### config.mk
export PLATFORM = sky130hd
export DESIGN_NAME = acid_seq_flat
export DESIGN_NICKNAME = d
export VERILOG_FILES = /design/src/rtl/acid_seq_if.sv /design/src/rtl/acid_seq.sv /design/src/flat_wrapper.sv
export SDC_FILE = /design/constraint.sdc
export NUM_CORES = 1
export LEC_CHECK = 0
export ABC_AREA = 1
export BUFFER_PORTS_ARGS = -buffer_cell sky130_fd_sc_hd__buf_2
export CORE_MARGIN = 8
export CORE_UTILIZATION = 30
export CTS_CLUSTER_DIAMETER = 80
export DETAILED_ROUTE_END_ITERATION = 10
export GPL_TIMING_DRIVEN = 0
export PLACE_DENSITY_LB_ADDON = 0.2
export SLEW_MARGIN = 15
export SYNTH_ARGS = -nofsm -noshare
export SYNTH_HDL_FRONTEND = slang
export SYNTH_SLANG_ARGS = --single-unit
export TNS_END_PERCENT = 1
### constraint.sdc
create_clock -name PinCLK -period 2.1 [get_ports PinCLK]
set_input_delay 0.105 -clock PinCLK [delete_from_list [all_inputs] [get_ports PinCLK]]
set_output_delay 0.105 -clock PinCLK [all_outputs]
set_load 0.05 [all_outputs]
### src/rtl/acid_seq_if.sv
// Bus bundle for the ACID unlock sequencer: host table-load/control lines,
// the CPU-side address/OE requester, and the shared ACID address port.
interface acid_seq_if #(
  parameter int DEPTH = 32
) ();
  localparam int CW = $clog2(DEPTH) + 1;

  // Host loading and control
  logic          PinWrEn;
  logic [7:0]    PinWrData;
  logic          PinClrBuf;
  logic          PinStart;
  logic          PinAbort;
  // CPU requester and ACID return byte
  logic [7:0]    PinCpuA;
  logic          PinCpuOE;
  logic [7:0]    PinSIN;
  // ACID address port and status
  logic [7:0]    PinA;
  logic          PinOE;
  logic          PinBusy;
  logic          PinDone;
  logic [CW-1:0] PinCount;
  logic          PinFull;
  logic [7:0]    PinSnap;

  modport slave (
    input  PinWrEn, PinWrData, PinClrBuf, PinStart, PinAbort,
    input  PinCpuA, PinCpuOE, PinSIN,
    output PinA, PinOE, PinBusy, PinDone, PinCount, PinFull, PinSnap
  );

  modport master (
    output PinWrEn, PinWrData, PinClrBuf, PinStart, PinAbort,
    output PinCpuA, PinCpuOE, PinSIN,
    input  PinA, PinOE, PinBusy, PinDone, PinCount, PinFull, PinSnap
  );
endinterface

### src/rtl/acid_seq.sv
// ACID unlock sequencer / address-port arbiter.
// Replays a host-loaded byte table into the ACID address/OE port as timed
// strobes, then snapshots the ACID output byte. When idle, the CPU requester
// drives the ACID port directly. Everything runs on the falling clock edge,
// the same edge the ACID itself uses.
module acid_seq #(
  parameter int DEPTH = 32,
  parameter int GAP   = 3
) (
  input  logic      PinCLK,
  input  logic      PinCCLR,
  acid_seq_if.slave bus
);
  localparam int            AW      = $clog2(DEPTH);
  localparam int            CW      = AW + 1;
  localparam logic [CW-1:0] DEPTH_C = CW'(DEPTH);
  // Gap counter load value; unused when GAP is 0 (strobes run back to back).
  localparam logic [3:0]    GAP_LD  = (GAP > 0) ? 4'(GAP - 1) : 4'd0;

  typedef enum logic [1:0] {
    S_IDLE,
    S_STROBE,
    S_GAP,
    S_FINISH
  } state_t;

  state_t        state_q;
  logic [7:0]    table_q [DEPTH];
  logic [AW-1:0] rd_q;
  logic [3:0]    gap_q;
  logic [CW-1:0] count_q;
  logic [CW-1:0] count_d;
  logic [7:0]    a_q;
  logic          oe_q;
  logic          busy_q;
  logic          done_q;
  logic [7:0]    snap_q;

  logic          idle;
  logic          full;
  logic          last_entry;
  logic          clr_d;
  logic          wr_d;
  logic          start_d;
  logic [AW-1:0] rd_next;

  assign idle       = (state_q == S_IDLE);
  assign full       = (count_q == DEPTH_C);
  assign last_entry = ({1'b0, rd_q} == (count_q - CW'(1)));
  assign rd_next    = rd_q + AW'(1);

  // Host commands only act while idle; clear beats a same-edge write,
  // abort beats a same-edge start.
  assign clr_d   = idle && bus.PinClrBuf;
  assign wr_d    = idle && bus.PinWrEn && !full && !bus.PinClrBuf;
  assign start_d = idle && bus.PinStart && !bus.PinAbort;

  // Entry count: cleared, incremented on an accepted write, else held.
  always_comb begin
    count_d = count_q;
    if (clr_d) begin
      count_d = '0;
    end else if (wr_d) begin
      count_d = count_q + CW'(1);
    end
  end

  // Sequence table storage; deliberately not reset so contents survive reset.
  always_ff @(negedge PinCLK) begin
    if (wr_d) begin
      table_q[count_q[AW-1:0]] <= bus.PinWrData;
    end
  end

  // Playback FSM with registered port outputs, busy/done flags, count and snapshot.
  always_ff @(negedge PinCLK or negedge PinCCLR) begin
    if (!PinCCLR) begin
      state_q <= S_IDLE;
      rd_q    <= '0;
      gap_q   <= '0;
      count_q <= '0;
      a_q     <= 8'hFF;
      oe_q    <= 1'b1;
      busy_q  <= 1'b0;
      done_q  <= 1'b0;
      snap_q  <= 8'h00;
    end else begin
      done_q  <= 1'b0;
      count_q <= count_d;
      if (!idle && bus.PinAbort) begin
        state_q <= S_IDLE;
        busy_q  <= 1'b0;
        oe_q    <= 1'b1;
      end else begin
        case (state_q)
          S_IDLE: begin
            if (start_d) begin
              busy_q <= 1'b1;
              rd_q   <= '0;
              if (count_q != '0) begin
                state_q <= S_STROBE;
                a_q     <= table_q[0];
                oe_q    <= 1'b0;
              end else begin
                // Empty table: no strobes, just the finishing snapshot.
                state_q <= S_FINISH;
                oe_q    <= 1'b1;
              end
            end
          end
          S_STROBE: begin
            if (last_entry) begin
              state_q <= S_FINISH;
              oe_q    <= 1'b1;
            end else if (GAP > 0) begin
              state_q <= S_GAP;
              oe_q    <= 1'b1;
              gap_q   <= GAP_LD;
              rd_q    <= rd_next;
            end else begin
              state_q <= S_STROBE;
              a_q     <= table_q[rd_next];
              oe_q    <= 1'b0;
              rd_q    <= rd_next;
            end
          end
          S_GAP: begin
            if (gap_q == 4'd0) begin
              state_q <= S_STROBE;
              a_q     <= table_q[rd_q];
              oe_q    <= 1'b0;
            end else begin
              gap_q <= gap_q - 4'd1;
            end
          end
          S_FINISH: begin
            state_q <= S_IDLE;
            snap_q  <= bus.PinSIN;
            done_q  <= 1'b1;
            busy_q  <= 1'b0;
          end
          default: begin
            state_q <= S_IDLE;
            busy_q  <= 1'b0;
            oe_q    <= 1'b1;
          end
        endcase
      end
    end
  end

  // Shared ACID port: sequencer owns it while busy, CPU otherwise.
  assign bus.PinA     = busy_q ? a_q  : bus.PinCpuA;
  assign bus.PinOE    = busy_q ? oe_q : bus.PinCpuOE;
  assign bus.PinBusy  = busy_q;
  assign bus.PinDone  = done_q;
  assign bus.PinCount = count_q;
  assign bus.PinFull  = full;
  assign bus.PinSnap  = snap_q;
endmodule

### src/flat_wrapper.sv
// flat-port wrapper written by rule: the top's interface ports become plain ports
module acid_seq_flat 
#(
  parameter int DEPTH = 32,
  parameter int GAP   = 3
)
  (PinCLK, PinCCLR, bus_PinWrEn, bus_PinWrData, bus_PinClrBuf, bus_PinStart, bus_PinAbort, bus_PinCpuA, bus_PinCpuOE, bus_PinSIN, bus_PinA, bus_PinOE, bus_PinBusy, bus_PinDone, bus_PinCount, bus_PinFull, bus_PinSnap);
  acid_seq_if #(.DEPTH(DEPTH)) bus_i ();
  input  logic PinCLK;
  input  logic PinCCLR;
  input wire logic [$bits(bus_i.PinWrEn)-1:0] bus_PinWrEn;
  input wire logic [$bits(bus_i.PinWrData)-1:0] bus_PinWrData;
  input wire logic [$bits(bus_i.PinClrBuf)-1:0] bus_PinClrBuf;
  input wire logic [$bits(bus_i.PinStart)-1:0] bus_PinStart;
  input wire logic [$bits(bus_i.PinAbort)-1:0] bus_PinAbort;
  input wire logic [$bits(bus_i.PinCpuA)-1:0] bus_PinCpuA;
  input wire logic [$bits(bus_i.PinCpuOE)-1:0] bus_PinCpuOE;
  input wire logic [$bits(bus_i.PinSIN)-1:0] bus_PinSIN;
  output wire logic [$bits(bus_i.PinA)-1:0] bus_PinA;
  output wire logic [$bits(bus_i.PinOE)-1:0] bus_PinOE;
  output wire logic [$bits(bus_i.PinBusy)-1:0] bus_PinBusy;
  output wire logic [$bits(bus_i.PinDone)-1:0] bus_PinDone;
  output wire logic [$bits(bus_i.PinCount)-1:0] bus_PinCount;
  output wire logic [$bits(bus_i.PinFull)-1:0] bus_PinFull;
  output wire logic [$bits(bus_i.PinSnap)-1:0] bus_PinSnap;
  assign bus_i.PinWrEn = bus_PinWrEn;
  assign bus_i.PinWrData = bus_PinWrData;
  assign bus_i.PinClrBuf = bus_PinClrBuf;
  assign bus_i.PinStart = bus_PinStart;
  assign bus_i.PinAbort = bus_PinAbort;
  assign bus_i.PinCpuA = bus_PinCpuA;
  assign bus_i.PinCpuOE = bus_PinCpuOE;
  assign bus_i.PinSIN = bus_PinSIN;
  assign bus_PinA = bus_i.PinA;
  assign bus_PinOE = bus_i.PinOE;
  assign bus_PinBusy = bus_i.PinBusy;
  assign bus_PinDone = bus_i.PinDone;
  assign bus_PinCount = bus_i.PinCount;
  assign bus_PinFull = bus_i.PinFull;
  assign bus_PinSnap = bus_i.PinSnap;
  acid_seq #(.DEPTH(DEPTH), .GAP(GAP)) u_core (.PinCLK(PinCLK), .PinCCLR(PinCCLR), .bus(bus_i));
endmodule
; ---- Word-level counts from Yosys, hierarchy flattened
; Memories as Yosys holds them, arrays and structs flattened.
; Index checks and enable logic that the tools add are counted.
[totals]
n_memories = 1
inputBits = 31
ff_bits = 36
word_cells = 86
ramBits = 256
output_inout_bits = 26
[mem_list]
columns = name, depth, word_bits, read_ports, rd_ports_with_merged_regs, write_ports, line_no
row1 = u_core.table_q, 32, 8, 2, 0, 1, acid_seq.sv:28  ; logic [7:0] table_q [DEPTH];
[op_classes]
eq_ne = 12
addsub = 4
reduce_logical = 27
bitwise = 1
mux = 32
[op_table]
columns = cell, n
row1 = 8-bit 2-to-1 mux, 4
row2 = 8-bit case mux with 2 select lines, 1
row3 = 1-bit 2-to-1 mux, 12
row4 = 6-bit 2-to-1 mux, 2
row5 = 5-bit 2-to-1 mux, 2
row6 = 5-bit case mux with 2 select lines, 1
row7 = 2-bit 2-to-1 mux, 4
row8 = 4-bit 2-to-1 mux, 2
row9 = "2-bit inequality test, second input constant", 4
row10 = 2-bit case mux with 4 select lines, 1
row11 = 4-bit case mux with 2 select lines, 1
row12 = 4-bit AND reduction, 2
row13 = 2-bit nonzero test, 4
row14 = 1-bit logical AND, 7
row15 = "6-bit by 1-bit adder with 6-bit output, second input constant", 1
row16 = 5-bit by 6-bit == test with 1-bit output, 1
row17 = "6-bit == test, second input constant", 1
row18 = 2-bit AND reduction, 3
row19 = 6-bit nonzero test, 1
row20 = "6-bit by 1-bit subtractor with 6-bit output, second input constant", 1
row21 = "5-bit by 1-bit adder with 5-bit output, second input constant", 1
row22 = 5-bit AND reduction, 1
row23 = "2-bit == test, second input constant", 2
row24 = 1-bit logical NOT, 4
row25 = other kinds (13), 13

; ---- Depth between registers and ports, before layout
[depth]
word_depth = 6
depth_mapped = 13
depth_no_buf = 12

==> results.md <==
- NumNets Final: 1,725
- Count leader, synth: nand2_1
- Worst slack at placement: -1.30 ns
- Cell Pwr Density: 1240 mW/mm2
- Slowest stage delay, CP: 0.43 ns
- Die area: 0.0506 mm2
- Clk_lat worst skew: 0.58 ns
- Post-synthesis xor/xnor area fraction: 0.00535
- Synth Area per Inst: 9.96 um2
- Vias: 10,400
- MaxCap Viol Count: 0
- Cell variety after synth: 32
- Most used cell, CP: nand3_4
- Fin. Hold Viols: 0
- Ant. Diodes: 0
- Synth Area in Compound Gates: 0.0226
- DRT Pass-1 Iters: 7
- Detail Route Antenna Nets: 0
- Primary FF master, synth: edfxtp_1
- HP Start: u_core.gap_q[1]
- Placed Area: 0.0142 mm2
- # DRC: 0
- Largest net degree at the start of global routing: 37
- Clock Pin Slew Worst Setup and Hold Paths: 0.05 ns
- EDFF count, synth: 256
- Syn Inst Count: 1,314
- Final Slew Violations: 0
- IO Pins: 57
- Synth Area in Adders: 0.00956
- PortBufs: 56
- Post-synthesis sequential area ratio: 0.657
- Failing checks: setup timing
- Root Buffer: clkbuf_16
- CP cell instances: inv_2 > ha_4 > nand3_4 > inv_4 > nand3_4 > clkinvlp_4 > buf_8
- Number of H-tree levels: 2
- Chip height: 225 um
- Combinational family with the most area after synthesis: simple AND/OR/NAND/NOR gates
- Hold WS: 0.423 ns
- TritonCTS buffer count: 37
- Initial antenna violation count: 0
- Placed cell count: 1,956
- Remaining Overflow, GRT: 0
- RD Place Congestion: 0.843
- Worst R2R Start: u_core.state_q[0]
- Initial Util: 0.304
- Top cells by area, synth: edfxtp_1, nand2_1, nand3_1, dfrtn_1, inv_1
- Final Setup Violations: 162
- Hold buffers post-CTS: 0
- Site Rows: 76
- Hold-critical path depth: 2
- Leakage power: 7.86 nW
- Worst clock skew: 0.0637 ns
- CP max-delay cell: dfrtn_1
- DR WL/cell: 16.8 um
- First-pass GRT wire length: 58,000 um
- Chip width: 225 um
- CP max FO: 4
- Vias in the first global route: 10,500
- Non-filler cells, final: 2,290
- Reg-to-reg endpoint: u_core.table_q[17][4]
- Top cells by count, synth: nand2_1, edfxtp_1, nand3_1
- Share of the synthesized area in the top cell type: 0.587
- Yosys warnings: 0
- Post-synth ARST share: 0.123
- R2R cell count: 9
- Worst-Margin Slew: 0.867 ns
- Status: complete, but fails checks
- Core Area: 0.0431 mm2
- Register bit count reported by yosys: 292
- WL final: 38,600 um
- Fin worst setup slack: -0.679 ns
- HP Class: flop to flop
- Area leader, netlist: edfxtp_1
- Vias/cell: 4.52
- Clock buffer depth: 3
- Syn Std Cell Area: 0.0131 mm2
- Post-DP HPWL: 24,900 um
- Synth-to-layout area growth: 29.4%
- Hold EP: u_core.gap_q[1]
- Crit path kind: flop to output pin
- Initial DRC count: 618
- Syn_nets: 1,355
- Post-synthesis simple-gate area fraction: 0.235
- Critical path startpoint category: flop
- Data required time of the critical path: 2.00 ns
- Arr. time, crit path: 2.67 ns
- CTS tree: yes
- Sink Count: 292
- Ratio of cells with drive above 1 in the final layout: 0.154
- CP Capture Type: output pin
- Design area: 0.0169 mm2
- R2R setup slack: -0.23 ns
- Pwr Total: 21.0 mW
- Slew headroom: 0.422
- GRT Total Usage: 0.151
- Worst vdd ir: 0.000660 V
- Multiplexer share of the synthesized area: 0
- RSZ-0062 raised after global routing: true
worst max-delay path, delay by kind of cell (launching register included):
family	cells	cell delay (ns)
flip-flops	1	0.43
buffers and inverters	4	0.36
AND/OR/NAND/NOR	2	0.15
adder cells (fa/ha/maj)	1	0.17
how the worst max path moves through the flow:
stage                                 startpoint               endpoint  slack (ns)
final                     u_core.bus.PinCount[1]            bus_PinFull       -0.68
after global routing      u_core.bus.PinCount[1]            bus_PinFull       -0.75
after floorplan           u_core.bus.PinCount[0]            bus_PinFull       -0.61
after detailed placement             bus_PinWrEn  u_core.table_q[14][2]       -1.30
after global placement               bus_PinWrEn  u_core.table_q[14][2]       -1.28
after CTS                 u_core.bus.PinCount[0]            bus_PinFull       -0.70
power breakdown:
part | internal [mW] | total (mW) | switching [mW] | leakage [nW]
combinational | 2.02 | 6.27 | 4.25 | 3.15
sequential | 6.75 | 6.94 | 0.198 | 2.75
clock | 4.20 | 7.76 | 3.56 | 1.97
flip-flops by register name, summed over array words and instances (netlist names):
register             cells
u_core.oe_q              1
u_core.bus.PinDone       1
u_core.bus.PinSnap       8
u_core.state_q           2
u_core.table_q         256
u_core.a_q               8
u_core.bus.PinBusy       1
u_core.rd_q              5
u_core.bus.PinCount      6
u_core.gap_q             4
cells in the final DEF, fill, tap and decap left out, types with 6 or more instances in the layout:
| cell | synthesis | routed |
|---|---|---|
| inv_2 | 6 | 7 |
| nor2_1 | 103 | 66 |
| edfxtp_1 | 256 | 256 |
| clkbuf_16 | 0 | 38 |
| dfrtn_1 | 27 | 27 |
| buf_2 | 25 | 54 |
| inv_1 | 135 | 401 |
| dfstp_2 | 9 | 9 |
| nand2_1 | 454 | 434 |
| clkinvlp_2 | 0 | 9 |
| nor2_4 | 1 | 30 |
| buf_4 | 9 | 17 |
| buf_8 | 0 | 6 |
| buf_6 | 13 | 36 |
| nor2_2 | 2 | 10 |
| clkbuf_1 | 10 | 7 |
| o21ai_0 | 16 | 16 |
| nand3_1 | 165 | 163 |
| ha_1 | 10 | 9 |
| nand2_2 | 4 | 17 |
| a21oi_1 | 35 | 35 |
| nand4_1 | 11 | 11 |
per-layer routing:
metal | share of wire | up-vias | track usage
met5 | 0 | - | 0
met4 | 0.025 | 0 | 0.0732
met3 | 0.070 | 61 | 0.0401
met2 | 0.48 | 328 | 0.237
met1 | 0.43 | 4900 | 0.191
li1 | - | 5063 | -
metrics by stage:
stage	utilization	TNS [ns]
final	0.393	-22.39
after global routing	0.393	-53.89
after CTS	0.388	-110.89
after detailed placement	0.330	-280.53
after global placement	0.330	-275.34
after floorplan	-	-87.84
final cells by class:
class	instances	area (um2)
Fill cell	4383	26100
Clock inverter	286	1140
Inverter	143	567
Timing Repair Buffer	67	548
Sequential cell	292	8600
Multi-Input combinational cell	821	3980
Clock buffer	39	965
Buffer	57	409
Tap cell	585	732
cells by family after synthesis:
| logic type | after synthesis |
|---|---|
| buf+inv | 201 |
| xor+xnor | 8 |
| flops | 292 |
| simple gates | 746 |
| fa+ha+maj | 10 |
| compound gates | 57 |
what timing repair did:
| item | in CTS | in global routing |
|---|---|---|
| buffers inserted | 7 | 3 |
| gates resized for setup | 98 | 54 |
| endpoints found under the setup margin | 282 | 288 |
| hold endpoints to repair | 0 | 0 |
| pin swaps | 2 | 2 |
Note: power is estimated with default switching activity, not from simulation.
